[src/rtl/apb_pkg.sv]
// Shared APB definitions: bus FSM encoding (also used by the register slaves)
// and default widths for the two-requester APB master.
package apb_pkg;

  localparam int APB_ADDR_WIDTH = 8;
  localparam int APB_DATA_WIDTH = 32;
  localparam int APB_NUM_SLAVES = 4;
  localparam int APB_SEL_BITS   = 2;
  localparam int APB_TIMEOUT    = 16;

  typedef enum logic [1:0] {
    IDLE   = 2'b00,
    SETUP  = 2'b01,
    ACCESS = 2'b10
  } apb_state_e;

endpackage

[src/rtl/apb_rr_arb2.sv]
// Two-way round-robin arbiter: combinational grant from the valids and the
// last-granted bit, pointer advanced only when the grant is actually taken.
module apb_rr_arb2 (
  input  logic       clk,
  input  logic       rst_n,
  input  logic [1:0] i_valid,
  input  logic       i_accept,
  output logic [1:0] o_grant
);

  logic r_last;

  // NOTE: every always_comb output gets a default before any branch, so no path leaves it unassigned and no latch is inferred.
  always_comb begin
    o_grant = 2'b00;
    case (i_valid)
      2'b01:   o_grant = 2'b01;
      2'b10:   o_grant = 2'b10;
      2'b11:   o_grant = r_last ? 2'b01 : 2'b10;
      default: o_grant = 2'b00;
    endcase
  end

  // Reset value 1 makes requester 0 the winner of the first contended grant.
  // NOTE: state registers use non-blocking assignments so every flop samples pre-edge values.
  always_ff @(posedge clk or negedge rst_n) begin
    if (!rst_n)        r_last <= 1'b1;
    else if (i_accept) r_last <= o_grant[1];
  end

endmodule

[src/rtl/apb_master_arb.sv]
// Two-requester APB master: round-robin command intake, slave decode from the
// address MSBs, IDLE/SETUP/ACCESS sequencing with a wait-state timeout.
module apb_master_arb
  import apb_pkg::*;
#(
  parameter int ADDR_WIDTH = APB_ADDR_WIDTH,
  parameter int DATA_WIDTH = APB_DATA_WIDTH,
  parameter int NUM_SLAVES = APB_NUM_SLAVES,
  parameter int SEL_BITS   = APB_SEL_BITS,
  parameter int TIMEOUT    = APB_TIMEOUT
) (
  input  logic                    pclk,
  input  logic                    prst_n,
  input  logic [1:0]              rq_valid,
  input  logic [1:0]              rq_write,
  input  logic [2*ADDR_WIDTH-1:0] rq_addr,
  input  logic [2*DATA_WIDTH-1:0] rq_wdata,
  output logic [1:0]              rq_ready,
  output logic [1:0]              rs_valid,
  output logic [DATA_WIDTH-1:0]   rs_rdata,
  output logic                    rs_err,
  output logic [NUM_SLAVES-1:0]   psel,
  output logic                    penable,
  output logic                    pwrite,
  output logic [ADDR_WIDTH-1:0]   paddr,
  output logic [DATA_WIDTH-1:0]   pwdata,
  input  logic                    pready,
  input  logic [DATA_WIDTH-1:0]   prdata,
  input  logic                    pslverr
);

  localparam int CNT_W = $clog2(TIMEOUT);

  apb_state_e            r_state;
  logic [ADDR_WIDTH-1:0] r_addr;
  logic [DATA_WIDTH-1:0] r_wdata;
  logic                  r_write;
  logic                  r_id;
  logic [CNT_W-1:0]      r_cnt;
  logic [1:0]            r_rs_valid;
  logic [DATA_WIDTH-1:0] r_rs_rdata;
  logic                  r_rs_err;

  logic [1:0]            w_grant;
  logic                  w_accept;
  logic                  w_gnt_id;
  logic [ADDR_WIDTH-1:0] w_addr_in;
  logic [SEL_BITS-1:0]   w_sel_in;
  logic                  w_miss;
  logic [SEL_BITS-1:0]   w_idx;
  logic                  w_timeout;

  assign w_accept  = (r_state == IDLE) && (|rq_valid);
  assign w_gnt_id  = w_grant[1];
  assign w_addr_in = w_gnt_id ? rq_addr[2*ADDR_WIDTH-1:ADDR_WIDTH] : rq_addr[ADDR_WIDTH-1:0];
  assign w_sel_in  = w_addr_in[ADDR_WIDTH-1 -: SEL_BITS];
  assign w_miss    = int'(w_sel_in) >= NUM_SLAVES;
  assign w_idx     = r_addr[ADDR_WIDTH-1 -: SEL_BITS];
  assign w_timeout = (r_cnt == CNT_W'(TIMEOUT - 1));

  apb_rr_arb2 u_arb (
    .clk      (pclk),
    .rst_n    (prst_n),
    .i_valid  (rq_valid),
    .i_accept (w_accept),
    .o_grant  (w_grant)
  );

  always_ff @(posedge pclk or negedge prst_n) begin
    if (!prst_n) begin
      r_state    <= IDLE;
      r_addr     <= '0;
      r_wdata    <= '0;
      r_write    <= 1'b0;
      r_id       <= 1'b0;
      r_cnt      <= '0;
      r_rs_valid <= 2'b00;
      r_rs_rdata <= '0;
      r_rs_err   <= 1'b0;
    end else begin
      r_rs_valid <= 2'b00;
      case (r_state)
        IDLE: begin
          if (w_accept) begin
            r_id <= w_gnt_id;
            if (w_miss) begin
              // Unmapped slave: answer with an error straight from IDLE.
              r_rs_valid <= w_grant;
              r_rs_rdata <= '0;
              r_rs_err   <= 1'b1;
            end else begin
              r_addr  <= w_addr_in;
              r_wdata <= w_gnt_id ? rq_wdata[2*DATA_WIDTH-1:DATA_WIDTH] : rq_wdata[DATA_WIDTH-1:0];
              r_write <= rq_write[w_gnt_id];
              r_state <= SETUP;
            end
          end
        end
        SETUP: begin
          r_cnt   <= '0;
          r_state <= ACCESS;
        end
        ACCESS: begin
          if (pready) begin
            r_rs_valid <= r_id ? 2'b10 : 2'b01;
            r_rs_rdata <= r_write ? '0 : prdata;
            r_rs_err   <= pslverr;
            r_cnt      <= '0;
            r_state    <= IDLE;
          end else if (w_timeout) begin
            r_rs_valid <= r_id ? 2'b10 : 2'b01;
            r_rs_rdata <= '0;
            r_rs_err   <= 1'b1;
            r_cnt      <= '0;
            r_state    <= IDLE;
          end else begin
            r_cnt <= r_cnt + 1'b1;
          end
        end
        default: r_state <= IDLE;
      endcase
    end
  end

  // psel/penable decode straight from the state so an async reset drops them at once.
  always_comb begin
    psel = '0;
    for (int s = 0; s < NUM_SLAVES; s++)
      psel[s] = (r_state != IDLE) && (int'(w_idx) == s);
  end

  assign penable  = (r_state == ACCESS);
  assign pwrite   = r_write;
  assign paddr    = r_addr;
  assign pwdata   = r_wdata;
  assign rq_ready = (r_state == IDLE) ? w_grant : 2'b00;
  assign rs_valid = r_rs_valid;
  assign rs_rdata = r_rs_rdata;
  assign rs_err   = r_rs_err;

endmodule
[config.mk]
export PLATFORM = sky130hd
export DESIGN_NAME = apb_master_arb
export DESIGN_NICKNAME = d
export VERILOG_FILES = /design/src/rtl/apb_pkg.sv /design/src/rtl/apb_rr_arb2.sv /design/src/rtl/apb_master_arb.sv
export SDC_FILE = /design/constraint.sdc
export NUM_CORES = 1
export LEC_CHECK = 0
export CAP_MARGIN = 20
export CORE_AREA = 2 2 115 89
export DETAILED_ROUTE_END_ITERATION = 6
export DIE_AREA = 0 0 117 91
export PLACE_DENSITY = 0.79
export SYNTH_ARGS = -nofsm -noshare
export SYNTH_HDL_FRONTEND = slang
export SYNTH_SLANG_ARGS = --single-unit
[constraint.sdc]
create_clock -name pclk -period 2.1 [get_ports pclk]
set_clock_uncertainty 0.05 [all_clocks]
set_input_delay 0.42 -clock pclk [delete_from_list [all_inputs] [get_ports pclk]]
set_output_delay 0.42 -clock pclk [all_outputs]
set_load 0.02 [all_outputs]
# After elaboration in Yosys (flattened, before gate mapping)
# Cells that the tools add are included.
dict set report classes {
  reduce_logical 14
  eq_ne 11
  muxes 23
  order_cmp 1
  n_addsub 1
}
# operator n
set op_table {}
lappend op_table {{$mux 32} 4}
lappend op_table {{$mux 2} 9}
lappend op_table {{$pmux 2 s3} 2}
lappend op_table {{$eq 2x2->1 const B} 5}
lappend op_table {{$mux 4} 2}
lappend op_table {{$mux 8} 1}
lappend op_table {{$pmux 4 s2} 1}
lappend op_table {{$eq 2x1->1 const B} 3}
lappend op_table {{$reduce_and 2->1} 3}
lappend op_table {{$reduce_bool 2->1} 3}
lappend op_table {{$logic_and 1x1->1} 5}
lappend op_table {{$add 4x1->4 const B} 1}
lappend op_table {{$eq 4x4->1 const B} 1}
lappend op_table {{$logic_not 2->1} 2}
lappend op_table {{$mux 1} 4}
lappend op_table {{$ne 3x1->1 const B} 1}
lappend op_table {{$lt 1x2->1 const B} 1}
lappend op_table {{$ne 2x1->1 const B} 1}
lappend op_table {{$reduce_or 2->1} 1}
dict set report word_totals {
  ff_bits 84
  out_inout_bits 83
  inputBits 120
}

# Logic depth before layout (Yosys ltp)
# Gate-level depths: netlist (run 1).
dict set report logic_depth {
  word_depth 4
  depth_mapped 7
  depth_no_buf 5
}

# Hierarchy
# Synthesis (run 1) repeated with hierarchy kept, for this count alone.
dict set report hier_totals {
  hier_cells 310
  area_unflattened_um2 3681.0
}
# mod area_per_inst_um2 instances seq_area_each_um2 cells_each
set modules_own_cells {}
lappend modules_own_cells {apb_master_arb 3617.2 1 2077.0 305}
lappend modules_own_cells {apb_rr_arb2 63.8 1 26.3 5}

# Worst setup path before layout (run 1)
# OpenSTA, ideal clock, no wires.
dict set report synth_path {
  path_type {reg2out}
  from {register r_state[0]}
  to {output psel[1]}
  arrival_time_ns 1.272
  path_stages_with_launch 5
  t_required_ns 1.630
  slack_ns 0.358
  path_cell_list {dfrtp_1 inv_1 ha_1 buf_6 nor3b_1}
}
dict set report synth_via {
  elab_chain_cells 2
}
# item line
set synth_lines {}
lappend synth_lines {{start: declaration} apb_master_arb.sv:34} ;# apb_state_e r_state;
lappend synth_lines {{start signal: assignment} apb_master_arb.sv:71} ;# r_state <= IDLE;
lappend synth_lines {{start signal: assignment} apb_master_arb.sv:95} ;# r_state <= SETUP;
lappend synth_lines {{start signal: assignment} apb_master_arb.sv:101} ;# r_state <= ACCESS;
lappend synth_lines {{$reduce_bool 2->1} apb_master_arb.sv:129} ;# psel[s] = (r_state != IDLE) && (int'(w_idx) == s);
lappend synth_lines {{$logic_and 1x1->1} apb_master_arb.sv:129}
lappend synth_lines {{end: declaration} apb_master_arb.sv:22} ;# output logic [NUM_SLAVES-1:0] psel,
# No other way between the ends.

# Worst setup path after layout (run 1)
# Ends and elaborated chain as after synthesis.

==> results of run 1 <==
## synthesized netlist by cell type (2+ instances only)
master,count
inv_1,7
ha_1,4
nor2b_1,2
dfrtp_1,83
a22o_1,32
clkbuf_1,3
nor2_2,2
o21ai_0,4
buf_2,8
buf_6,12
nand2_1,2
nor2_1,5
nand3_1,3
a21oi_1,2
o221a_2,41
nor3b_1,3
or3_1,41
nor3_1,2
## cell families (layout without fill, tap and decap cells)
group,count (synthesis),in the layout
buffers and inverters,31,242
multiplexers,2,2
AND/OR/NAND/NOR,68,68
adder cells (fa/ha/maj),4,4
flip-flops,84,84
AO/OA/AOI/OAI,84,84
## what timing repair did
item	CTS	global route
hold endpoints to repair	3	0
endpoints found under the setup margin	7	5
pin swaps	0	1
resized for setup	9	8
cloned	0	0
hold buffers	1	0
setup buffers	0	3
## critical path, delay by kind of cell (launching register included)
family        cells  cell delay [ns]
fa+ha+maj         1             0.19
buf+inv           2             0.44
flops             1             0.37
simple gates      1             0.26
## layer usage
layer  vias up  track usage, %
li1       1472               -
met1      1587           25.40
met2       119           35.07
met3        17           6.208
met4         0           5.882
met5         -               0
## path summary, 6_finish.rpt
| kind | endpoint | from |
|---|---|---|
| min reg2reg | rs_valid[0] | r_id |
| max reg2reg | pwdata[8] | r_state[1] |
| max in group asynchronous | rs_rdata[11] | prst_n |
| min in group asynchronous | rs_rdata[22] | prst_n |
| min | rs_valid[0] | r_id |
| max | psel[1] | r_state[0] |
## metrics by stage
step / cells / setup TNS, ns / setup slack [ns]
floorplan: 273 / 0 / 0.3577
global placement: 596 / -0.3863 / -0.2127
detailed placement: 596 / -0.4336 / -0.2305
CTS: 613 / 0 / 0.004419
global route: 616 / -0.01582 / -0.01582
finish: 616 / 0 / 0.05441
## layout make-up
class	instances	area, um^2
Clock buffer	10	239.0
Clock inverter	6	68.82
Timing Repair Buffer	219	2181
Tap cell	132	165.2
Sequential cell	84	2103
Fill cell	761	3383
Multi-Input combinational cell	158	1336
Inverter	7	26.28
## flip-flops by register name (all words and copies together) (netlist names)
register / flops
r_state: 2
rs_err: 1
pwrite: 1
r_cnt: 4
r_id: 1
pwdata: 32
u_arb.r_last: 1
rs_rdata: 32
paddr: 8
rs_valid: 2
## power groups by stage
stage	Clock, mW	Combinational, mW	Sequential (mW)
2_1_floorplan	0	1.64	3.48
3_3_place_gp	0	4.31	2.73
3_5_place_dp	0	4.40	2.75
4_1_cts	1.65	4.42	2.75
5_1_grt	1.72	4.70	2.83
6_report	1.61	4.43	2.74
==> reports/qor.txt, run 1 <==
=====================================================================================
First-pass GRT wire length .............................................     17.05 mm
Proportion of power drawn by the clock network .........................        18.4%
Net switching power ....................................................     3.158 mW
Power density over the cells ........................................... 1435 nW/um^2
Most common cell after layout, fill and taps aside ..................... clkdlybuf4s50_1
Net count after synthesis ..............................................          397
Unique cell type count in the Yosys netlist ............................           35
Worst hold stages ......................................................            1
Combinational power share ..............................................        50.4%
Cell types occupying the most area after synthesis ..................... dfrtp_1, o221a_2, a22o_1
Vias per cell ..........................................................        5.187
Placement row count ....................................................           31
Fraction of registers with async set/reset .............................       100.0%
Worst setup path category .............................................. flip-flop to output port
Post-synthesis cell type with the largest combined area ................      dfrtp_1
Fraction of the yosys area taken by sequential cells ...................       57.75%
Final GP Congestion ....................................................       0.7805
H-tree depth ...........................................................            3
Required arrival time at the worst endpoint ............................      1.63 ns
Highest Clock Rate .....................................................    488.9 MHz
Synthesized-area fraction occupied by xor and xnor cells ...............           0%
Most used cells in the layout excluding fill and tap cells ............. clkdlybuf4s50_1, dfrtp_1, or3_1, o221a_2, a22o_1
Final Util .............................................................       64.40%
Mean post-synth cell area ..............................................   13.34 um^2
Chain of cells forming the critical path ............................... inv_1, ha_4, nor3b_1, clkdlybuf4s15_1
Initial antenna violation count ........................................            0
First-pass iteration count of the detailed router ......................            4
#FFs+latches synth .....................................................           84
Maximum buffer depth of the clock tree .................................            2
Number of synthesis warnings ...........................................            0
Sort of element at the end of the critical path ........................  output port
Final hold violation count .............................................            0
Design Area, Final .....................................................    6120 um^2
Cell internal pwr ......................................................     5.622 mW
Power Total ............................................................     8.780 mW
Die H ..................................................................        91 um
Later-pin clock latency in the skew report .............................      0.33 ns
Fraction of layout cells with a size suffix above 1 ....................       17.98%
Total global routing track utilization .................................       20.68%
Post-synth design cell area ............................................    3642 um^2
Placed wire-length estimate after detailed placement ...................     7.872 mm
Placed cell area .......................................................    5786 um^2
Via count of the routed design .........................................         3195
Violation count after the first detailed-route iteration ...............          185
Portion of netlist area occupied by mux cells ..........................      0.5840%
Number of port buffers .................................................          202
Met3 routed WL .........................................................       765 um
Area of the core .......................................................    9503 um^2
Clock Tree Root ........................................................    clkbuf_16
Worst Reg2Reg Path Length in Cells .....................................            7
Instance count of the mapped netlist ...................................          273
Area of the die ........................................................   10650 um^2
Fraction of the mapped netlist area in compound gates ..................       22.57%
Clock-pin slew of the registers on the worst-case setup and hold paths .      0.06 ns
EDFF count, synth ......................................................            0
Worst VDD drop .........................................................    0.6985 mV
Initial core utilization ...............................................       38.33%
Met1 Routed Length .....................................................     4.499 mm
Max stage delay on crit path ...........................................      0.37 ns
Total length of routed wires ...........................................     11.02 mm
Adder-cell area share of the yosys netlist .............................       1.374%
Antenna Cells ..........................................................            0
Minimum period implied by the final worst setup slack ..................     2.046 ns
Pin count of the biggest net entering global routing ...................           50
Least-Margin Pin Slew ..................................................    0.4871 ns
Horizontal die dimension ...............................................       117 um
Number of setup violations in the final report .........................            0
DR DRC count ...........................................................            0
Flip-flop cell with the highest count after synthesis ..................      dfrtp_1
Clock tree from TritonCTS ..............................................        built
Startpoint types .......................................................    flip-flop
Vias in the first global route .........................................         3333
Sink count of the clock tree ...........................................           84
Period utilisation layout ..............................................       97.41%
Dominant combinational cell family by area after synthesis ............. compound AO/OA/AOI/OAI gates
Static Leakage .........................................................     2.510 nW
Global route overflow ..................................................            0
Setup repair after global routing missed its margin ....................         true
Total of max-cap violations ............................................            0
Total count of max-transition violations in the final report ...........            0
Count of nets after finishing ..........................................          603
Antenna violation net count after detailed routing .....................            0
Synth Area in Simple Gates .............................................       11.68%
Data arrival time of the worst path ....................................      1.58 ns
Worst reg-to-reg setup slack ...........................................      0.29 ns
Final routed wire length divided by cell count .........................     17.89 um
Max FO, Critical Path ..................................................            6
Final hold slack .......................................................    0.3748 ns
Hold/Removal Path Class ................................................ flip-flop to flip-flop
Result of the run ...................................................... finished, final reports clean
Layout area overhead ...................................................       68.02%
Post-synth top area share ..............................................       57.03%
I/O pin total ..........................................................          203
Clock buffers created by TritonCTS .....................................            9
Seq pwr share ..........................................................        31.2%
Fraction of power spent switching nets .................................       35.97%
Max-Slew Margin vs Limit ...............................................       67.53%
Met2 Wirelength ........................................................     5.561 mm
Crit-path slowest cell .................................................      dfrtp_1
Highest metal layer used by the detailed router ........................         met4
=====================================================================================
No activity file was read; power rests on OpenSTA's default activity.
==> run 2: changes to the inputs <==
--- a/config.mk
+++ b/config.mk
@@ -10,6 +10,7 @@
 export DETAILED_ROUTE_END_ITERATION = 6
 export DIE_AREA = 0 0 117 91
 export PLACE_DENSITY = 0.79
+export REMOVE_ABC_BUFFERS = 1
 export SYNTH_ARGS = -nofsm -noshare
 export SYNTH_HDL_FRONTEND = slang
 export SYNTH_SLANG_ARGS = --single-unit
==> run 2 against run 1 <==
  * Wire length fell by 0.85%
  * Count of clock-buffer cells in the layout rose by 1
  * Clock power fell by 6%
  * Combinational power fell by 2%
  * Cell count did not move
  * Critical path depth rose by 1
  * Flip-flop and latch count did not move
==> reports/qor.txt, run 2 (synthesis results as in run 1) <==
=====================================================================================
Data arrival time of the worst path ....................................      1.54 ns   -0.04 ns
Clock tree from TritonCTS ..............................................        built
Hold/Removal Path Class ................................................ flip-flop to flip-flop
Pin count of the biggest net entering global routing ...................           44   -12%
Setup repair after global routing missed its margin ....................        false
Minimum period implied by the final worst setup slack ..................     2.008 ns   -0.03793 ns
H-tree depth ...........................................................            3   unchanged
Total count of max-transition violations in the final report ...........            0   unchanged
Placed wire-length estimate after detailed placement ...................     7.564 mm   -3.9%
Result of the run ...................................................... finished, final reports clean
Final routed wire length divided by cell count .........................     17.74 um   -0.85%
Power density over the cells ........................................... 1416 nW/um^2   -1.3%
First-pass GRT wire length .............................................     16.57 mm   -2.8%
Layout area overhead ...................................................       67.12%
Chain of cells forming the critical path ............................... inv_1, ha_4, nand2_4, nor2_1, clkdlybuf4s15_1
Met3 routed WL .........................................................       533 um   -30%
Fraction of power spent switching nets .................................       35.94%   about the same
Worst reg-to-reg setup slack ...........................................      0.34 ns   +0.05 ns
Final Util .............................................................       64.06%   -0.34 points
Post-CTS setup buffer count ............................................            0   unchanged
Placement row count ....................................................           31   unchanged
Highest Clock Rate .....................................................    498.1 MHz   +1.9%
Initial antenna violation count ........................................            0   unchanged
Worst VDD drop .........................................................    0.5148 mV   -26%
Most used cells in the layout excluding fill and tap cells ............. clkdlybuf4s50_1, dfrtp_1, or3_1, o221a_2, a22o_1
Worst setup path category .............................................. flip-flop to output port
Sink count of the clock tree ...........................................           84   unchanged
Maximum buffer depth of the clock tree .................................            2   unchanged
Later-pin clock latency in the skew report .............................      0.33 ns   about the same
Total global routing track utilization .................................       20.19%   -0.49 points
Period utilisation layout ..............................................       95.60%   -1.8 points
Count of nets after finishing ..........................................          603   unchanged
Clock-pin slew of the registers on the worst-case setup and hold paths .      0.06 ns   about the same
Global route overflow ..................................................            0   unchanged
Met1 Routed Length .....................................................     4.772 mm   +6.1%
Highest metal layer used by the detailed router ........................         met4
Inst Count DP ..........................................................          598   +0.34%
Area of the core .......................................................    9503 um^2   unchanged
Vias in the first global route .........................................         3183   -4.5%
Violation count after the first detailed-route iteration ...............          207   +12%
Area of the die ........................................................   10650 um^2   unchanged
Clock buffers created by TritonCTS .....................................            9   unchanged
Least-Margin Pin Slew ..................................................    0.5963 ns   +0.1093 ns
I/O pin total ..........................................................          203   unchanged
Crit-path slowest cell .................................................      dfrtp_1
Most common cell after layout, fill and taps aside ..................... clkdlybuf4s50_1
Static Leakage .........................................................     2.496 nW   -0.57%
Seq pwr share ..........................................................        31.8%   +0.6 points
Proportion of power drawn by the clock network .........................        17.6%   -0.8 points
Required arrival time at the worst endpoint ............................      1.63 ns   about the same
DR DRC count ...........................................................            0   unchanged
Final GP Congestion ....................................................       0.7910   +1.3%
Horizontal die dimension ...............................................       117 um   unchanged
Clock Tree Root ........................................................    clkbuf_16
Antenna Cells ..........................................................            0   unchanged
Max-Slew Margin vs Limit ...............................................       60.16%   -7.4 points
Combinational power share ..............................................        50.5%   about the same
Max stage delay on crit path ...........................................      0.37 ns   about the same
Max FO, Critical Path ..................................................            4   -2
Number of setup violations in the final report .........................            0   unchanged
First-pass iteration count of the detailed router ......................            4   unchanged
Met2 Wirelength ........................................................     5.386 mm   -3.1%
Vias per cell ..........................................................        5.154   -0.63%
Total of max-cap violations ............................................            0   unchanged
Final hold violation count .............................................            0   unchanged
Cell internal pwr ......................................................     5.520 mW   -1.8%
Via count of the routed design .........................................         3175   -0.63%
Initial core utilization ...............................................       38.33%   unchanged
Net switching power ....................................................     3.097 mW   -1.9%
Antenna violation net count after detailed routing .....................            0   unchanged
Number of port buffers .................................................          202   unchanged
Non-Filler Instances ...................................................          616   unchanged
Sort of element at the end of the critical path ........................  output port
Die H ..................................................................        91 um   unchanged
Startpoint types .......................................................    flip-flop
Total length of routed wires ...........................................     10.93 mm   -0.85%
Fraction of layout cells with a size suffix above 1 ....................       17.98%   unchanged
=====================================================================================
==> run 2: cell types whose count changed in the layout (fill, tap and decap cells not counted), moves of 2 or more <==
cell / previous run / this run
inv_6: 3 / 0
clkinv_2: 1 / 3
clkbuf_1: 0 / 2
buf_2: 0 / 2
==> run 2: routing by layer <==
| metal | vias to the layer above | GRT usage, % |
|---|---|---|
| met5 | - | 0 |
| met4 | 0 | 7.255 |
| met3 | 19 | 4.940 |
| met2 | 116 | 32.32 |
| met1 | 1569 | 26.54 |
| li1 | 1471 | - |
==> run 2: power groups by stage <==
stage                     Sequential [mW]  Clock, mW  Combinational (mW)
final                                2.74       1.52                4.36
after global routing                 2.83       1.63                4.61
after CTS                            2.74       1.57                4.35
after detailed placement             2.74          0                4.33
after global placement               2.74          0                4.24
after floorplan                      3.48          0                1.40
==> run 2: repair_timing <==
item / 4_1_cts / 5_1_grt
pin swaps: 0 / 0
endpoints found under the setup margin: 48 / 47
endpoints found under the hold margin: 18 / 0
hold buffers: 1 / 0
gates resized for setup: 17 / 8
cloned: 0 / 1
==> run 2: critical path, delay by kind of cell (launching register included) <==
kind | cells | cell delay [ns]
buffers and inverters | 2 | 0.47
adders and majority gates | 1 | 0.18
and+or+nand+nor | 2 | 0.18
DFF | 1 | 0.37
==> run 2: area by class of cell <==
type | instances | area, um^2
clock inverters | 5 | 52.55
clock buffers | 11 | 232.7
flip-flops and latches | 84 | 2103
multi-input cells | 159 | 1350
repair buffers | 218 | 2157
well taps | 132 | 165.2
inverters | 7 | 26.28
fillers | 732 | 3416
==> run 2: per-stage QoR <==
step	worst slack (ns)	TNS (ns)	cell area (um^2)	total power [mW]	hold WS, ns
6_report	0.09234	0	6087	8.617	0.3780
4_1_cts	0.02042	0	6093	8.661	0.3784
2_1_floorplan	-0.05144	-2.109	3448	4.882	0.07441
5_1_grt	0.01015	0	6087	9.068	0.3958
3_5_place_dp	-0.2973	-12.41	5788	7.075	0.2776
3_3_place_gp	-0.2687	-11.51	5788	6.971	0.2776
==> run 2: worst paths after layout <==
path                             from           end  depth (start not counted)
min                              r_id   rs_valid[0]                          1
max                        r_state[1]   rq_ready[0]                          5
min reg2reg                      r_id   rs_valid[0]                          1
max in group asynchronous      prst_n  rs_rdata[24]                          3
max reg2reg                r_state[1]      paddr[6]                          5
min in group asynchronous      prst_n    pwdata[27]                          2
==> RTL edit 1 (flow settings as in run 2) <==
Encoding of `apb_state_e`: now one-hot (3 bits for 3 states).
--- a/src/rtl/apb_pkg.sv
+++ b/src/rtl/apb_pkg.sv
@@ -8,10 +8,10 @@
   localparam int APB_SEL_BITS   = 2;
   localparam int APB_TIMEOUT    = 16;
 
-  typedef enum logic [1:0] {
-    IDLE   = 2'b00,
-    SETUP  = 2'b01,
-    ACCESS = 2'b10
+  typedef enum logic [2:0] {
+    IDLE   = 3'b001,
+    SETUP  = 3'b010,
+    ACCESS = 3'b100
   } apb_state_e;
 
 endpackage
Check against the original RTL: same outputs for any inputs over 4 cycles, from zero or initial values and one cycle with prst_n low; so few cycles prove little.
==> RTL edit 1 against run 2 <==
- critical path type unchanged
- synthesized area increased by 6.8%
- first-iteration DRC count is 26% lower
- via count grew 13%
- routed wire length rose by 7.6%
- power down 2.1%
- global-route usage grew 1.8 points
- final area rose by 4.3%
- sequential cell count is 1 higher
- worst setup slack worse by 0.050 ns
- die area stayed put
- hold slack worse by 0.35 ns
- register-to-register slack worse by 0.19 ns
- synthesized cell count increased by 29%
==> RTL edit 1: results (changes against run 2) <==
=============================================================================
Run status                                                       finished, final reports clean
Part of the Yosys area used for sequential elements                     54.7%   -3.0 points
Number of buffers other than clock buffers in the final layout            216   -0.92%
Post-placement worst setup slack                                    -0.203 ns   +0.0948 ns
Share of the cycle needed by the critical path after routing            98.0%   +2.4 points
Cell type of the slowest stage on the worst timing path          sky130_fd_sc_hd__dfstp_2
Worst slew pin tran                                                  0.546 ns   -0.0503 ns
Multi-input gate count                                                    229   +44%
Post-CTS setup buffer count                                                 1   +1
Placer Congestion                                                       0.799   +0.97%
Lkg Pwr                                                            0.00255 uW   +2.3%
Largest voltage drop on the vdd net                                0.000748 V   +45%
Aggregate global-route resource usage                                   22.0%   +1.8 points
Power density normalized to cell area                             1330 nW/um2   -6.1%
Post-cts resize count                                                      22   +5
Setup crit start                                                   r_state[0]
DPL Wire Length                                                       8150 um   +7.7%
Number of global-route vias before repair                                3714   +17%
WL final                                                             11800 um   +7.6%
Footprint of the flip-flops and latches                              2130 um2   +1.2%
Hold crit path type                                              input pin to asynchronous set/reset pin
Setup crit end                                                        psel[3]
Register-to-Register Setup Slack                                      0.15 ns   -0.19 ns
Wire length of the first global-routing pass                         18500 um   +12%
Stage delay of the slowest cell on the critical path                  0.55 ns   +0.18 ns
Largest net degree at the start of global routing                          45   +2.3%
P_seq                                                                 2600 uW   -5%
Routed via count                                                         3600   +13%
Worst hold slack                                                    0.0282 ns   -0.350 ns
Register bit count reported by yosys                                       85   +1.2%
=============================================================================
RTL edit 1: cell types whose count changed after synthesis, moves of 10 or more:
cell / before / now
sky130_fd_sc_hd__o21ai_0: 4 / 60
sky130_fd_sc_hd__o21bai_1: 0 / 41
sky130_fd_sc_hd__or3_1: 41 / 0
sky130_fd_sc_hd__nand2_1: 2 / 37
sky130_fd_sc_hd__a22o_1: 32 / 0
sky130_fd_sc_hd__o21ai_1: 0 / 12
sky130_fd_sc_hd__clkbuf_1: 3 / 14
sky130_fd_sc_hd__o221a_1: 0 / 10
sky130_fd_sc_hd__o221a_2: 41 / 31
RTL edit 1: cell families after synthesis:
family | synth area share, %
AOI/OAI and AO/OA | 30.5
buffers and inverters | 5.79
and+or+nand+nor | 8.68
adders and majority gates | 0.322
DFF | 54.7
RTL edit 1: routing by layer:
layer  wire length [um]  vias up  track usage (%)
met3                803       12             7.14
met4                146        0             4.31
li1                   -     1690                -
met1               5090     1767             28.0
met5                  0        -                0
met2               5720      131             36.7
==> RTL edit 2 (flow settings as in run 2) <==
Made on the original files. Change the package constant `APB_ADDR_WIDTH` from 8 to 10.
--- a/src/rtl/apb_pkg.sv
+++ b/src/rtl/apb_pkg.sv
@@ -2,7 +2,7 @@
 // and default widths for the two-requester APB master.
 package apb_pkg;
 
-  localparam int APB_ADDR_WIDTH = 8;
+  localparam int APB_ADDR_WIDTH = 10;
   localparam int APB_DATA_WIDTH = 32;
   localparam int APB_NUM_SLAVES = 4;
   localparam int APB_SEL_BITS   = 2;
Ports: changed (resized paddr and rq_addr); port bits go from 203 to 209. The function was not compared with the original's and may differ.
==> RTL edit 2 against run 2 <==
- sequential share of layout area barely moved
- clock power grew 3%
- synthesized area grew 1.9%
- worst setup slack worse by 0.015 ns
- final area increased by 2.3%
- sequential cell count rose by 2
- routed wire length grew 3.3%
- critical endpoint is now psel[3]
- power rose by 2.5%
==> RTL edit 2: results (changes against run 2) <==
==========================================================================================
Initial DRT Pass Iterations                                                              4   unchanged
Clock edge transition at the registers on the reported setup and hold paths        0.06 ns   about the same
Wire length of the first global-routing pass                                      17800 um   +7.6%
Max Root-Sink Buffers                                                                    2   unchanged
Post-Layout Cell Count                                                                 625   +1.5%
Post-placement worst setup slack                                                 -0.280 ns   +0.0177 ns
Post-synthesis async set-or-reset flop share                                          100%   unchanged
Post-synth cell types                                                                   36   +2.9%
Antenna violations before repair                                                         0   unchanged
Post-Place Cell Area                                                              5900 um2   +2.0%
Cell type of the slowest stage on the worst timing path                       sky130_fd_sc_hd__dfrtp_1
Lkg Pwr                                                                         0.00253 uW   +1.3%
Aggregate global-route resource usage                                                21.6%   +1.4 points
Launch point of the worst reg-to-reg path                                       r_state[1]
Number of H-tree levels                                                                  3   unchanged
Part of the Yosys area used for sequential elements                                  58.0%   +0.26 points
Reg2reg end                                                                     pwdata[11]
Most common library cells after synthesis                                     sky130_fd_sc_hd__dfrtp_1 (85), sky130_fd_sc_hd__o221a_2 (43), sky130_fd_sc_hd__or3_1 (43)
Largest voltage drop on the vdd net                                             0.000827 V   +61%
Number of global-route vias before repair                                             3435   +7.9%
Max Fanout on Critical Path                                                              8   +4
Cells taking the most area after synthesis                                    sky130_fd_sc_hd__dfrtp_1 (57%), sky130_fd_sc_hd__o221a_2 (13%), sky130_fd_sc_hd__a22o_1 (7.5%), sky130_fd_sc_hd__or3_1 (7.2%), sky130_fd_sc_hd__buf_6 (2.4%)
Share of post-route cells with drive strength above 1                                17.4%   -0.53 points
Setup crit end                                                                     psel[3]
Max-Slew Margin vs Limit                                                             59.5%   -0.69 points
Run status                                                                    finished, final reports clean
Per-cell via count in the routed design                                               5.26   +2.0%
Hold crit path type                                                           flop to flop
Average wire per standard cell                                                     18.1 um   +1.8%
Post-placement cell count                                                              606   +1.3%
Mean instance size in the synthesized netlist                                     13.3 um2   -0.27%
Initial DRC count                                                                      204   -1.4%
Placer Congestion                                                                    0.800   +1.2%
Cell chosen for the clock root                                                sky130_fd_sc_hd__clkbuf_16
Share of the cycle needed by the critical path after routing                         96.3%   +0.73 points
Count of buffers inserted at the top-level ports                                       208   +3.0%
Stage delay of the slowest cell on the critical path                               0.40 ns   +0.03 ns
Worst r2r path cells                                                                     5   unchanged
Data arrival, critical path                                                        1.55 ns
Critical setup path kind                                                      flop to output port
Total number of nets in the final design                                               616   +2.2%
Gate family responsible for the most delay along the worst path                 flip-flops
DPL Wire Length                                                                    7900 um   +4.4%
Largest net degree at the start of global routing                                       46   +4.5%
Clock latency of the later-clocked register in the worst-skew pair                 0.34 ns
==========================================================================================
[RTL edit 2: worst min-delay path by stage]
stage | to | start | depth (start not counted)
2_1_floorplan | paddr[0] | prst_n | 0
3_3_place_gp | pwdata[26] | prst_n | 1
3_5_place_dp | pwdata[5] | prst_n | 1
4_1_cts | rs_valid[0] | r_id | 1
5_1_grt | rs_valid[0] | r_id | 1
6_report | rs_valid[0] | r_id | 1
[RTL edit 2: area by class of cell]
class / count / area, um2
clock buffer: 11 / 233
clock inverter: 5 / 60.1
fill: 721 / 3280
inverter: 7 / 26.3
multi-input combinational: 163 / 1390
sequential: 86 / 2150
tap: 132 / 165
timing repair buffer: 221 / 2200
[RTL edit 2: kinds of logic (layout without fill, tap and decap cells)]
family / Yosys count / after routing / synth area share (%)
muxes: 2 / 2 / 0.573
DFF: 86 / 86 / 58.0
adders and majority gates: 4 / 4 / 1.35
AOI/OAI and AO/OA: 86 / 86 / 22.8
and+or+nand+nor: 70 / 71 / 11.8
buffers and inverters: 31 / 244 / 5.53
[RTL edit 2: what timing repair did]
item | CTS | global route
resized for setup | 11 | 8
endpoints found under the setup margin | 51 | 47
cloned | 0 | 1
pin swaps | 0 | 1
hold buffers | 1 | 0
endpoints found under the hold margin | 27 | 0
setup buffers | 0 | 1
[RTL edit 2: stage by stage]
step / setup TNS, ns / hold slack, ns
detailed placement: -11.50 / 0.333
floorplan: -4.53 / 0.0744
global placement: -12.07 / 0.332
global route: 0 / 0.389
finish: 0 / 0.369
CTS: 0 / 0.375
[RTL edit 2: power by group]
| group | switching, uW | internal (uW) | total, uW |
|---|---|---|---|
| clock network | 646 | 922 | 1570 |
| logic | 2110 | 2350 | 4450 |
| registers | 432 | 2370 | 2810 |
| total | 3180 | 5650 | 8830 |
[RTL edit 2: layer usage]
metal	up-vias	GRT usage, %	share of wire (%)
met5	-	0	0
met4	0	7.94	2.6
met3	23	6.01	6.8
met2	130	35.4	49
met1	1627	27.1	42
li1	1505	-	-
